<file path="config.mk">
export PLATFORM = sky130hd
export DESIGN_NAME = load_store_unit_flat
export DESIGN_NICKNAME = d
export VERILOG_FILES = /design/src/rtl/riscv_pkg.sv /design/src/rtl/avalon_mm_rw_if.sv /design/src/rtl/lsu_lane_align.sv /design/src/rtl/load_store_unit.sv /design/src/flat_wrapper.sv
export SDC_FILE = /design/constraint.sdc
export NUM_CORES = 1
export LEC_CHECK = 0
export CORE_ASPECT_RATIO = 1.25
export CORE_MARGIN = 10
export CORE_UTILIZATION = 41
export CTS_CLUSTER_DIAMETER = 50
export DETAILED_ROUTE_END_ITERATION = 7
export PLACE_DENSITY = 0.85
export SLEW_MARGIN = 20
export SYNTH_ARGS = -nofsm -noshare
export SYNTH_HDL_FRONTEND = slang
export SYNTH_SLANG_ARGS = --single-unit
</file>
<file path="constraint.sdc">
create_clock -name clk -period 3 [get_ports clk]
set_input_delay 0.6 -clock clk [delete_from_list [all_inputs] [get_ports clk]]
set_output_delay 0.6 -clock clk [all_outputs]
set_load 0.05 [all_outputs]
</file>
<file path="src/rtl/riscv_pkg.sv">
`default_nettype none
// ============================================================================
// Module  : riscv_pkg
// Purpose : Shared core types: memory access width codes and LSU FSM states.
// Rev     : 1.0
// ============================================================================
package riscv_pkg;

  typedef enum logic [2:0] {
    MEM_B  = 3'b000,
    MEM_H  = 3'b001,
    MEM_W  = 3'b010,
    MEM_BU = 3'b100,
    MEM_HU = 3'b101
  } mem_width_e;

  typedef enum logic [1:0] {
    LSU_IDLE      = 2'd0,
    LSU_BUS       = 2'd1,
    LSU_WAIT_DATA = 2'd2,
    LSU_RESP      = 2'd3
  } lsu_state_e;

  // Unsigned widths only exist for loads.
  function automatic logic funct3_illegal(input logic is_store, input logic [2:0] funct3);
    case (funct3)
      3'b011, 3'b110, 3'b111: return 1'b1;
      3'b100, 3'b101:         return is_store;
      default:                return 1'b0;
    endcase
  endfunction

endpackage
`default_nettype wire

</file>
<file path="src/rtl/avalon_mm_rw_if.sv">
`default_nettype none
// ============================================================================
// Module  : AvalonMmRw
// Purpose : 32-bit Avalon-MM read/write data bus between a host and an agent.
// Rev     : 1.0
// ============================================================================
interface AvalonMmRw #(
  parameter int ADDR_W = 32
) ();
  logic [ADDR_W-1:0] address;
  logic [3:0]        byteenable;
  logic              read;
  logic              write;
  logic [31:0]       host_to_agent;
  logic [31:0]       agent_to_host;
  logic              waitrequest;
  logic              readdatavalid;

  modport Host (
    output address, byteenable, read, write, host_to_agent,
    input  agent_to_host, waitrequest, readdatavalid
  );

  modport Agent (
    input  address, byteenable, read, write, host_to_agent,
    output agent_to_host, waitrequest, readdatavalid
  );
endinterface
`default_nettype wire

</file>
<file path="src/rtl/lsu_lane_align.sv">
`default_nettype none
// ============================================================================
// Module  : lsu_lane_align
// Purpose : Byte-lane mask, store data replication, load extraction, misalign.
// Rev     : 1.0
// ============================================================================
module lsu_lane_align
  import riscv_pkg::*;
(
  input  logic [2:0]  funct3,
  input  logic [1:0]  off,
  input  logic [31:0] wdata,
  input  logic [31:0] rdata,
  output logic [3:0]  byteenable,
  output logic [31:0] wdata_placed,
  output logic [31:0] rdata_ext,
  output logic        misalign
);

  logic [31:0] lane;

  always_comb begin
    lane         = rdata >> {off, 3'b000};
    byteenable   = 4'b1111;
    wdata_placed = wdata;
    rdata_ext    = lane;
    misalign     = 1'b0;
    case (funct3)
      MEM_B: begin
        byteenable   = 4'b0001 << off;
        wdata_placed = {4{wdata[7:0]}};
        rdata_ext    = {{24{lane[7]}}, lane[7:0]};
      end
      MEM_BU: begin
        byteenable   = 4'b0001 << off;
        wdata_placed = {4{wdata[7:0]}};
        rdata_ext    = {24'd0, lane[7:0]};
      end
      MEM_H: begin
        byteenable   = 4'b0011 << off;
        wdata_placed = {2{wdata[15:0]}};
        rdata_ext    = {{16{lane[15]}}, lane[15:0]};
        misalign     = off[0];
      end
      MEM_HU: begin
        byteenable   = 4'b0011 << off;
        wdata_placed = {2{wdata[15:0]}};
        rdata_ext    = {16'd0, lane[15:0]};
        misalign     = off[0];
      end
      MEM_W: begin
        misalign     = (off != 2'b00);
      end
      default: begin
      end
    endcase
  end

endmodule
`default_nettype wire

</file>
<file path="src/rtl/load_store_unit.sv">
`default_nettype none
// ============================================================================
// Module  : load_store_unit
// Purpose : Single-outstanding load/store stage driving an Avalon-MM data bus.
// Rev     : 1.0
// ============================================================================
module load_store_unit
  import riscv_pkg::*;
#(
  parameter int ADDR_W = 32
) (
  input  logic              clk,
  input  logic              rst_n,
  input  logic              req_valid,
  output logic              req_ready,
  input  logic              req_write,
  input  logic [2:0]        req_funct3,
  input  logic [ADDR_W-1:0] req_addr,
  input  logic [31:0]       req_wdata,
  output logic              rsp_valid,
  output logic              rsp_error,
  output logic [31:0]       rsp_rdata,
  AvalonMmRw.Host           dbus
);

  lsu_state_e        state_q, state_d;
  logic [2:0]        funct3_q, funct3_d;
  logic [1:0]        off_q, off_d;
  logic              write_q, write_d;
  logic [ADDR_W-1:0] address_q, address_d;
  logic [3:0]        byteenable_q, byteenable_d;
  logic [31:0]       wdata_q, wdata_d;
  logic              read_q, read_d;
  logic              wr_cmd_q, wr_cmd_d;
  logic              rsp_valid_q, rsp_valid_d;
  logic              rsp_error_q, rsp_error_d;
  logic [31:0]       rsp_rdata_q, rsp_rdata_d;

  logic [2:0]  al_funct3;
  logic [1:0]  al_off;
  logic [3:0]  al_be;
  logic [31:0] al_wdata;
  logic [31:0] al_rdata;
  logic        al_misalign;

  // In IDLE the aligner decodes the incoming request; afterwards the latched one.
  assign al_funct3 = (state_q == LSU_IDLE) ? req_funct3    : funct3_q;
  assign al_off    = (state_q == LSU_IDLE) ? req_addr[1:0] : off_q;

  lsu_lane_align u_align (
    .funct3       (al_funct3),
    .off          (al_off),
    .wdata        (req_wdata),
    .rdata        (dbus.agent_to_host),
    .byteenable   (al_be),
    .wdata_placed (al_wdata),
    .rdata_ext    (al_rdata),
    .misalign     (al_misalign)
  );

  always_comb begin
    state_d      = state_q;
    funct3_d     = funct3_q;
    off_d        = off_q;
    write_d      = write_q;
    address_d    = address_q;
    byteenable_d = byteenable_q;
    wdata_d      = wdata_q;
    read_d       = read_q;
    wr_cmd_d     = wr_cmd_q;
    rsp_valid_d  = 1'b0;
    rsp_error_d  = 1'b0;
    rsp_rdata_d  = 32'd0;
    case (state_q)
      LSU_IDLE: begin
        if (req_valid) begin
          funct3_d = req_funct3;
          off_d    = req_addr[1:0];
          write_d  = req_write;
          if (al_misalign || funct3_illegal(req_write, req_funct3)) begin
            state_d     = LSU_RESP;
            rsp_valid_d = 1'b1;
            rsp_error_d = 1'b1;
          end else begin
            state_d      = LSU_BUS;
            address_d    = {req_addr[ADDR_W-1:2], 2'b00};
            byteenable_d = al_be;
            wdata_d      = req_write ? al_wdata : 32'd0;
            read_d       = ~req_write;
            wr_cmd_d     = req_write;
          end
        end
      end
      LSU_BUS: begin
        if (!dbus.waitrequest) begin
          read_d   = 1'b0;
          wr_cmd_d = 1'b0;
          if (write_q) begin
            state_d     = LSU_RESP;
            rsp_valid_d = 1'b1;
          end else if (dbus.readdatavalid) begin
            state_d     = LSU_RESP;
            rsp_valid_d = 1'b1;
            rsp_rdata_d = al_rdata;
          end else begin
            state_d = LSU_WAIT_DATA;
          end
        end
      end
      LSU_WAIT_DATA: begin
        if (dbus.readdatavalid) begin
          state_d     = LSU_RESP;
          rsp_valid_d = 1'b1;
          rsp_rdata_d = al_rdata;
        end
      end
      LSU_RESP: begin
        state_d = LSU_IDLE;
      end
      default: begin
        state_d = LSU_IDLE;
      end
    endcase
  end

  always_ff @(posedge clk) begin
    if (!rst_n) begin
      state_q      <= LSU_IDLE;
      funct3_q     <= 3'd0;
      off_q        <= 2'd0;
      write_q      <= 1'b0;
      address_q    <= '0;
      byteenable_q <= 4'd0;
      wdata_q      <= 32'd0;
      read_q       <= 1'b0;
      wr_cmd_q     <= 1'b0;
      rsp_valid_q  <= 1'b0;
      rsp_error_q  <= 1'b0;
      rsp_rdata_q  <= 32'd0;
    end else begin
      state_q      <= state_d;
      funct3_q     <= funct3_d;
      off_q        <= off_d;
      write_q      <= write_d;
      address_q    <= address_d;
      byteenable_q <= byteenable_d;
      wdata_q      <= wdata_d;
      read_q       <= read_d;
      wr_cmd_q     <= wr_cmd_d;
      rsp_valid_q  <= rsp_valid_d;
      rsp_error_q  <= rsp_error_d;
      rsp_rdata_q  <= rsp_rdata_d;
    end
  end

  assign req_ready          = (state_q == LSU_IDLE);
  assign rsp_valid          = rsp_valid_q;
  assign rsp_error          = rsp_error_q;
  assign rsp_rdata          = rsp_rdata_q;
  assign dbus.address       = address_q;
  assign dbus.byteenable    = byteenable_q;
  assign dbus.read          = read_q;
  assign dbus.write         = wr_cmd_q;
  assign dbus.host_to_agent = wdata_q;

endmodule
`default_nettype wire

</file>
<file path="src/flat_wrapper.sv">
// flat-port wrapper written by rule: the top's interface ports become plain ports
module load_store_unit_flat import riscv_pkg::*;
#(
  parameter int ADDR_W = 32
)
  (clk, rst_n, req_valid, req_ready, req_write, req_funct3, req_addr, req_wdata, rsp_valid, rsp_error, rsp_rdata, dbus_address, dbus_byteenable, dbus_read, dbus_write, dbus_host_to_agent, dbus_agent_to_host, dbus_waitrequest, dbus_readdatavalid);
  AvalonMmRw #(.ADDR_W(ADDR_W)) dbus_i ();
  input  logic clk;
  input  logic rst_n;
  input  logic req_valid;
  output logic req_ready;
  input  logic req_write;
  input  logic [2:0] req_funct3;
  input  logic [ADDR_W-1:0] req_addr;
  input  logic [31:0] req_wdata;
  output logic rsp_valid;
  output logic rsp_error;
  output logic [31:0] rsp_rdata;
  output wire logic [$bits(dbus_i.address)-1:0] dbus_address;
  output wire logic [$bits(dbus_i.byteenable)-1:0] dbus_byteenable;
  output wire logic [$bits(dbus_i.read)-1:0] dbus_read;
  output wire logic [$bits(dbus_i.write)-1:0] dbus_write;
  output wire logic [$bits(dbus_i.host_to_agent)-1:0] dbus_host_to_agent;
  input wire logic [$bits(dbus_i.agent_to_host)-1:0] dbus_agent_to_host;
  input wire logic [$bits(dbus_i.waitrequest)-1:0] dbus_waitrequest;
  input wire logic [$bits(dbus_i.readdatavalid)-1:0] dbus_readdatavalid;
  assign dbus_address = dbus_i.address;
  assign dbus_byteenable = dbus_i.byteenable;
  assign dbus_read = dbus_i.read;
  assign dbus_write = dbus_i.write;
  assign dbus_host_to_agent = dbus_i.host_to_agent;
  assign dbus_i.agent_to_host = dbus_agent_to_host;
  assign dbus_i.waitrequest = dbus_waitrequest;
  assign dbus_i.readdatavalid = dbus_readdatavalid;
  load_store_unit #(.ADDR_W(ADDR_W)) u_core (.clk(clk), .rst_n(rst_n), .req_valid(req_valid), .req_ready(req_ready), .req_write(req_write), .req_funct3(req_funct3), .req_addr(req_addr), .req_wdata(req_wdata), .rsp_valid(rsp_valid), .rsp_error(rsp_error), .rsp_rdata(rsp_rdata), .dbus(dbus_i));
endmodule
</file>
**After elaboration in Yosys (flattened, before gate mapping)**

Cells that the tools add are included.

- Add/sub/neg operators: 0
- Multipliers: 0
- Divide/modulo/power cells: 0
- Order comparisons: 0
- Equal/unequal tests: 16
- Shift operators: 3
- Muxes and demuxes: 34
- Bitwise gates (word level): 2
- Reduce and logical (&&, ||, !) cells: 14

Operators by type and width:

| cell | number |
|---|---|
| 32-bit two-way mux | 4 |
| 32-bit case mux with 2 select lines | 2 |
| 32-bit case mux with 4 select lines | 1 |
| 32-bit by 5-bit >> shifter with 32-bit output | 1 |
| 3-bit equality test, second input constant | 6 |
| 1-bit two-way mux | 13 |
| 2-bit two-way mux | 6 |
| 2-bit inequality test, second input constant | 4 |
| 1-bit case mux with 2 select lines | 4 |
| 2-bit case mux with 4 select lines | 1 |
| 4-bit case mux with 2 select lines | 1 |
| 3-bit by 2-bit equality test with 1-bit output, second input constant | 2 |
| 3-bit AND reduction | 2 |
| 2-bit OR reduction | 3 |
| 2-bit equality test, second input constant | 2 |
| 2-bit AND reduction | 2 |
| 4-bit AND reduction | 1 |
| 2-bit nonzero test | 2 |
| 1-bit by 2-bit left shift with 4-bit output, first input constant | 1 |
| 2-bit by 2-bit left shift with 4-bit output, first input constant | 1 |
| 3-bit by 1-bit equality test with 1-bit output, second input constant | 1 |
| 3-bit zero test | 1 |
| 3-bit two-way mux | 1 |
| 1-bit case mux with 3 select lines | 1 |
| other kinds (5) | 6 |

- Register bits after elaboration: 110
- Latch bits: 0
- Memory bits (writable): 0
- Bits in read-only memories: 0
- Bits of input ports: 105
- Output and inout bits: 105
- Word-level logic and storage cells: 81
- Memories kept: 0

**Longest topological paths before layout**

Gate-level depths: netlist of run 1.

- Depth after elaboration: 9
- Mapped depth: 12
- Mapped depth without buffers: 7

**Modules after synthesis**

Synthesis of run 1 repeated with hierarchy kept, for this count alone.

- Cells, all modules: 642
- Area, all modules: 5,677.9 µm²

Modules (own cells, without submodules):

| module | instances | cells an instance | area each (µm²) | sequential area each (µm²) |
|---|---|---|---|---|
| load_store_unit | 1 | 447 | 4,316.6 | 2,202.1 |
| lsu_lane_align | 1 | 195 | 1,361.3 | 0.0 |

**Worst setup path before layout of run 1**

OpenSTA, ideal clock, no wires.

- Path type: register -> register
- Start: reg u_core.state_q[0]
- End: reg u_core.rsp_rdata_q[16], in the netlist u_core.rsp_rdata[16]
- Library setup time: 0.133 ns
- Arrival: 2.389 ns
- Required time: 2.867 ns
- Path slack: 0.479 ns
- Stages on the path, launching flop included: 12
- Path buffers: 4
- Clock period less this slack: 2.521 ns
- Cells stage by stage: dfxtp_1 > inv_1 > ha_1 > buf_6 > buf_6 > mux2_2 > buf_2 > nand3_1 > o21ai_0 > a22oi_2 > buf_4 > o22ai_1

- Longest elaborated chain between the ends: 8
- Elaborated cells between the ends (all ways): 15
- Those cells by class: 5 x eq/ne; 1 x shift; 7 x mux; 2 x reduce/logical

Ends and longest elaborated chain:

| item | line | text |
|---|---|---|
| start: declaration | load_store_unit.sv:26 | `lsu_state_e state_q, state_d;` |
| start signal: assignment | load_store_unit.sv:141 | `state_q <= state_d;` |
| 2-bit zero test (*) | -- |  |
| net req_ready | flat_wrapper.sv:11 | `output logic req_ready;` |
| 2-bit two-way mux / 3-bit two-way mux (equally long branches) | load_store_unit.sv:48, load_store_unit.sv:47 |  |
| 32-bit by 5-bit >> shifter with 32-bit output (tied with other cells) | lsu_lane_align.sv:23 | `lane = rdata >> {off, 3'b000};` |
| 32-bit case mux with 4 select lines (*) | lsu_lane_align.sv:28 | `case (funct3)` |
| 32-bit two-way mux (*) | load_store_unit.sv:101, load_store_unit.sv:111 |  |
| 32-bit two-way mux | load_store_unit.sv:98 | `if (write_q) begin` |
| 32-bit two-way mux | load_store_unit.sv:95 | `if (!dbus.waitrequest) begin` |
| 32-bit case mux with 2 select lines (*) | load_store_unit.sv:74 | `case (state_q)` |
| end signal: assignment | load_store_unit.sv:152 | `rsp_rdata_q <= rsp_rdata_d;` |
| end: declaration | load_store_unit.sv:37 | `logic [31:0] rsp_rdata_q, rsp_rdata_d;` |

The timed path passes the listed nets; every way through them passes the cells marked *.
A chain may end at the register's enable or synchronous reset.

**Worst setup path in the final report of run 1**

- Start: reg u_core.state_q[1]
- End: reg u_core.state_q[1]

- Longest elaborated chain between the ends: 9
- Elaborated cells between the ends (all ways): 20
- Those cells by class: 9 x eq/ne; 6 x mux; 5 x reduce/logical

Ends and longest elaborated chain:

| item | line | text |
|---|---|---|
| 2-bit zero test | load_store_unit.sv:47, load_store_unit.sv:48, load_store_unit.sv:74 |  |
| 3-bit two-way mux | load_store_unit.sv:47 | `assign al_funct3 = (state_q == LSU_IDLE) ? req_funct3 : funct3_q;` |
| 3-bit equality test / 3-bit by 1-bit equality test with 1-bit output (equally long branches) | lsu_lane_align.sv:28 |  |
| 2-bit OR reduction (no source line) | -- |  |
| 1-bit case mux with 2 select lines | lsu_lane_align.sv:28 |  |
| 1-bit logical OR | load_store_unit.sv:80 | `if (al_misalign \|\| funct3_illegal(req_write, req_funct3)) begin` |
| 2-bit two-way mux | load_store_unit.sv:80 |  |
| 2-bit two-way mux | load_store_unit.sv:76 | `if (req_valid) begin` |
| 2-bit case mux with 4 select lines | load_store_unit.sv:74 |  |

Several ways; a longest one is shown, not always the timed one. The select of a mux whose other input is x is not followed.

==> results of run 1 <==
## per-stage QoR
step	cell area (um^2)	hold slack, ns	std cells
floorplan	5099	0.4539	579
global placement	7367	0.4379	928
detailed placement	7367	0.4439	928
CTS	7676	0.4558	944
global route	7676	0.4727	944
finish	7676	0.4494	944
## Yosys cell counts (7+ instances only)
master / count
buf_4: 13
a21boi_0: 8
a211oi_1: 7
mux2_2: 18
dfxtp_1: 110
mux2i_1: 26
buf_2: 9
nand3_1: 45
a21boi_1: 53
o22ai_1: 10
o211ai_1: 8
o21ai_0: 18
nor2_1: 9
nand2_1: 134
o2bb2ai_1: 7
clkbuf_1: 19
inv_1: 7
a21oi_1: 11
## per-layer routing
| layer | vias to the layer above | part of all wire | GRT usage |
|---|---|---|---|
| met1 | 2382 | 0.39 | 0.2065 |
| met4 | 0 | 0.021 | 0.07697 |
| met2 | 207 | 0.51 | 0.3425 |
| li1 | 2408 | - | - |
| met5 | - | 0 | 0 |
| met3 | 24 | 0.081 | 0.05967 |
## logic make-up after synthesis
logic type,count (synthesis),synth area share
compound gates,141,0.1994
flops,110,0.4322
simple gates,218,0.1893
other cells,1,0.0007360
buf+inv,54,0.05452
mux,50,0.1139
fa+ha+maj,4,0.009824
## power breakdown
| part | internal (mW) | switching (mW) |
|---|---|---|
| logic | 1.11 | 1.67 |
| clock network | 0.677 | 0.548 |
| registers | 1.61 | 0.0941 |
| total | 3.40 | 2.31 |
## worst max-delay path: stages (launching register included)
cell,delay [ns]
dfxtp_1,0.34
inv_1,0.11
ha_1,0.53
buf_4,0.29
mux2i_2,0.33
a21oi_2,0.12
a211oi_1,0.49
a211oi_1,0.18
a31o_2,0.24
## registers in the layout, summed over array words and instances (netlist names)
| register | cells |
|---|---|
| u_core.state_q | 2 |
| u_core.dbus.address | 30 |
| u_core.dbus.write | 1 |
| u_core.off_q | 2 |
| u_core.write_q | 1 |
| u_core.funct3_q | 3 |
| u_core.rsp_rdata | 32 |
| u_core.dbus.host_to_agent | 32 |
| u_core.rsp_error | 1 |
| u_core.dbus.byteenable | 4 |
| u_core.rsp_valid | 1 |
| u_core.dbus.read | 1 |
## worst max-delay path by stage
stage	from	to	slack (ns)	depth (start not counted)
2_1_floorplan	u_core.state_q[0]$_SDFFE_PN0P_	u_core.rsp_rdata[16]$_SDFF_PN0_	0.48	11
3_3_place_gp	req_funct3[1]	u_core.dbus.address[31]$_SDFFE_PN0P_	0.31	7
3_5_place_dp	req_addr[0]	u_core.dbus.address[31]$_SDFFE_PN0P_	0.29	7
4_1_cts	u_core.state_q[0]$_SDFFE_PN0P_	u_core.dbus.address[31]$_SDFFE_PN0P_	0.26	9
5_1_grt	u_core.state_q[0]$_SDFFE_PN0P_	u_core.dbus.address[31]$_SDFFE_PN0P_	0.06	9
6_report	u_core.state_q[1]$_SDFFE_PN0P_	u_core.state_q[1]$_SDFFE_PN0P_	0.26	8
## area by class of cell
class	count	area [um^2]
sequential	110	2202
inverter	7	26.28
clock buffer	10	239.0
fill	1021	4486
clock inverter	6	70.07
multi-input combinational	415	2631
tap	164	205.2
timing repair buffer	232	2302
==> impl_metrics.ini, run 1 <==
[pwr]
vdd_drop_max_v = 0.0003703
total_power_mw = 5.709
power.density_nw_per_um2 = 743.7
leakage_nw = 2.838

[layout]
utilization = 0.6312
layout.cells.most_common_list = clkdlybuf4s50_1 (205), nand2_1 (134), dfxtp_1 (110), a21boi_1 (52), nand3_1 (45)
area_growth_pct = 50.66
n_antenna_cell = 0
drive_gt1_frac = 0.1026
final_common_cell = clkdlybuf4s50_1
fin_nets = 884

[critical_path]
required_ns = 3.24
critPathMaxFanout = 12
reg2reg_to = u_core.state_q[1]$_SDFFE_PN0P_
cp.arrival_ns = 2.98
cp-end-kind = flop
r2r_start = u_core.state_q[1]$_SDFFE_PN0P_
worstSetupPathType = reg -> reg
reg2regPathDepth = 8
crit_path_start_kind = flop
r2r_slack_ns = 0.26

[clocking]
htree_levels = 3
cts-resized-gates = 0
clk_latency_ns = 0.34
cts_root_buf = clkbuf_16
numCtsBuffers = 9
cts_tree = done
cts_sinks = 110
clkTransAtPathRegs_ns = 0.07
hold_buffers = 0
post-cts-setup-buffers = 0
ctsLongestPathBuffers = 2

[route]
vias_per_cell = 5.319
vias = 5021
route.detailed.drc = 0
drt_first_pass_iters = 6
wl_per_cell_um = 18.38
wirelength_um = 17350
antenna_left = 0
drtIter0Drc = 296

[floorplan]
core_um2 = 12160
start_util = 0.4189
row_count = 45
die_area_um2 = 17310
io_pins = 210
die_x_um = 119.7
die_h_um = 144.6

[place]
portBuffers = 207
dp_hpwl_um = 13600
gp_congestion = 0.9278
dp_slack_ns = 0.2903

[synth]
yosys.area.top_type = dfxtp_1
synth_cells = 578
ys_async_sr_fraction = 0
synth_top_area_frac = 0.4322
ys_warn_count = 0
yosysUniqueCellTypes = 54
netlist_area_um2 = 5095
yosys-top-cells-area = dfxtp_1 (43%), nand2_1 (9.9%), a21boi_1 (7.8%)
ys_ff_latch = 110
avgSynthCellArea_um2 = 8.815
synth-main-ff-cell = dfxtp_1
yosysSeqAreaShare = 0.4322
synth-edff-count = 0

[flow_run]
drv_cap = 0

[sta]
period_share = 0.9127
period_needed_ns = 2.738
fmax_mhz = 365.2
setup_violations = 0
hold_viol = 0
fin_skew_ns = 0.007792
tightest_slew_ns = 0.5832
max-slew-margin-rel = 0.6100
rsz0062_at_grt = no
slew_viol_final = 0
fin_ws_ns = 0.2620
final.setup.tns_ns = 0

[min_path]
min_path_cells = 2
hold_start = u_core.dbus.host_to_agent[11]$_SDFFE_PN0P_
hp-class = reg -> reg
min_to = u_core.dbus.host_to_agent[11]$_SDFFE_PN0P_

[grt]
grt_pass1_wl_um = 26990
grt_pass1_vias = 5191
grt_overflow = 0
antenna_found_initial = 0
track_usage = 0.1919
grt_max_degree = 43

[run_status]
status = finished clean
Note: power is estimated with default switching activity, not from simulation.
==> run 2, diff against run 1 <==
Settings changed: TNS_END_PERCENT set to 50.
Clock period 3 ns to 2.9 ns, I/O delays scaled along.
==> impl_metrics.ini, run 2 (synthesized netlist as in run 1, its figures left out) <==
[run_status]
status = finished clean

[layout]
stdcell_count = 942
fin_nets = 883
n_antenna_cell = 0
final_common_cell = clkdlybuf4s50_1
area_growth_pct = 50.12
drive_gt1_frac = 0.09897
fill_cells = 1020
layout.cells.most_common_list = clkdlybuf4s50_1 (205), nand2_1 (134), dfxtp_1 (110), a21boi_1 (52), nand3_1 (45)

[sta]
tightest_slew_ns = 0.7394
fin_skew_ns = 0.008338
period_needed_ns = 2.659
hold_viol = 0
final.setup.tns_ns = 0
slew_viol_final = 0
period_share = 0.9168
fmax_mhz = 376.1
max-slew-margin-rel = 0.5071
setup_violations = 0
holdWs_ns = 0.4537
rsz0062_at_grt = no

[clocking]
post-cts-setup-buffers = 0
clkTransAtPathRegs_ns = 0.07
htree_levels = 3
numCtsBuffers = 9
clk_latency_ns = 0.34
cts-resized-gates = 0
ctsLongestPathBuffers = 2
cts_sinks = 110
cts_root_buf = clkbuf_16
cts_tree = done
hold_buffers = 0

[pwr]
leakage_nw = 2.826
vdd_drop_max_v = 0.0003771
power.density_nw_per_um2 = 770.0

[route]
drt_first_pass_iters = 6
wirelength_um = 18080
antenna_left = 0
drtIter0Drc = 321
vias_per_cell = 5.406
vias = 5092
route.detailed.drc = 0
wl_per_cell_um = 19.20

[min_path]
min_to = u_core.dbus.address[26]$_SDFFE_PN0P_
hold_start = u_core.dbus.address[26]$_SDFFE_PN0P_
min_path_cells = 2
hp-class = reg -> reg

[floorplan]
start_util = 0.4189
die_h_um = 144.6
die_area_um2 = 17310
die_x_um = 119.7
io_pins = 210
row_count = 45
core_um2 = 12160

[critical_path]
cp-end-kind = flop
r2r_start = u_core.state_q[0]$_SDFFE_PN0P_
slowest_delay_ns = 0.43
reg2regPathDepth = 8
cpLargestDelayFamily = compound AO/OA/AOI/OAI gates
required_ns = 3.16
cpMaxStageDelayCell = dfxtp_1
critPathMaxFanout = 35
crit_cells = 8
crit_path_start_kind = flop
cp.arrival_ns = 2.92
r2r_slack_ns = 0.24
path_cells = inv_1, ha_1, or3b_1, a221oi_2, a211o_2, buf_12, nand2_1, a21boi_0
critPathBufInv = 2
reg2reg_to = u_core.dbus.address[31]$_SDFFE_PN0P_
worstSetupPathType = reg -> reg

[place]
dp_hpwl_um = 13760
dp_cells = 927
portBuffers = 207
gp_congestion = 0.9109

[flow_run]
drv_cap = 0

[grt]
grt_overflow = 0
antenna_found_initial = 0
grt_pass1_vias = 5141
grt_pass1_wl_um = 27720
grt_max_degree = 83
track_usage = 0.1978
run 2: changes by cell type in the layout (fill, tap and decap cells not counted):
cell        previous run  this run
inv_8                  1         0
clkbuf_1               0         1
clkinvlp_4             2         1
inv_6                  0         1
buf_4                 22        21
clkbuf_8               1         0
run 2: area by class of cell:
cell class	count	area [um^2]	area share
Inverter	7	26.28	0.003435
Clock buffer	10	229.0	0.02994
Tap cell	164	205.2	0.02683
Multi-Input combinational cell	415	2631	0.3440
Timing Repair Buffer	231	2295	0.3000
Sequential cell	110	2202	0.2879
Clock inverter	5	60.06	0.007852
run 2: how the worst max path moves through the flow:
stage / from / slack (ns) / to
2_1_floorplan: u_core.state_q[0]$_SDFFE_PN0P_ / 0.38 / u_core.rsp_rdata[16]$_SDFF_PN0_
3_3_place_gp: req_addr[0] / 0.26 / u_core.dbus.address[31]$_SDFFE_PN0P_
3_5_place_dp: req_addr[0] / 0.13 / u_core.dbus.address[31]$_SDFFE_PN0P_
4_1_cts: u_core.state_q[0]$_SDFFE_PN0P_ / 0.25 / u_core.dbus.address[31]$_SDFFE_PN0P_
5_1_grt: u_core.state_q[1]$_SDFFE_PN0P_ / 0.08 / u_core.rsp_rdata[19]$_SDFF_PN0_
6_report: u_core.state_q[0]$_SDFFE_PN0P_ / 0.24 / u_core.dbus.address[31]$_SDFFE_PN0P_
run 2: stage by stage:
| stage | worst slack [ns] | total power, mW | util | area, um^2 |
|---|---|---|---|---|
| 2_1_floorplan | 0.3788 | 3.766 | - | 5099 |
| 3_3_place_gp | 0.2628 | 4.585 | 0.6051 | 7360 |
| 3_5_place_dp | 0.1326 | 4.676 | 0.6051 | 7360 |
| 4_1_cts | 0.2509 | 5.903 | 0.6289 | 7649 |
| 5_1_grt | 0.07655 | 6.195 | 0.6289 | 7649 |
| 6_report | 0.2414 | 5.889 | 0.6289 | 7649 |
run 2: worst reg2reg max path, stage by stage, from the launching register on:
cell      delay [ns]
dfxtp_1         0.43
inv_1           0.10
ha_1            0.35
or3b_1          0.42
a221oi_2        0.42
a211o_2         0.37
buf_12          0.23
nand2_1         0.08
a21boi_0        0.19
run 2: layer usage:
layer / wire length [um] / GRT usage
met5: 0 / 0
met2: 9347 / 0.3576
met4: 455 / 0.07697
met1: 6875 / 0.2113
met3: 1404 / 0.05967
run 2: power breakdown:
part | total [mW] | switching (mW) | internal, mW
clock network | 1.23 | 0.562 | 0.670
registers | 1.77 | 0.0974 | 1.67
logic | 2.89 | 1.75 | 1.14
==> run 3, diff against run 2 <==
Settings changed: HOLD_SLACK_MARGIN set to 0.15.
==> results of run 3 <==
Same layout as run 2: the final DEF is identical, and so are final timing and power.
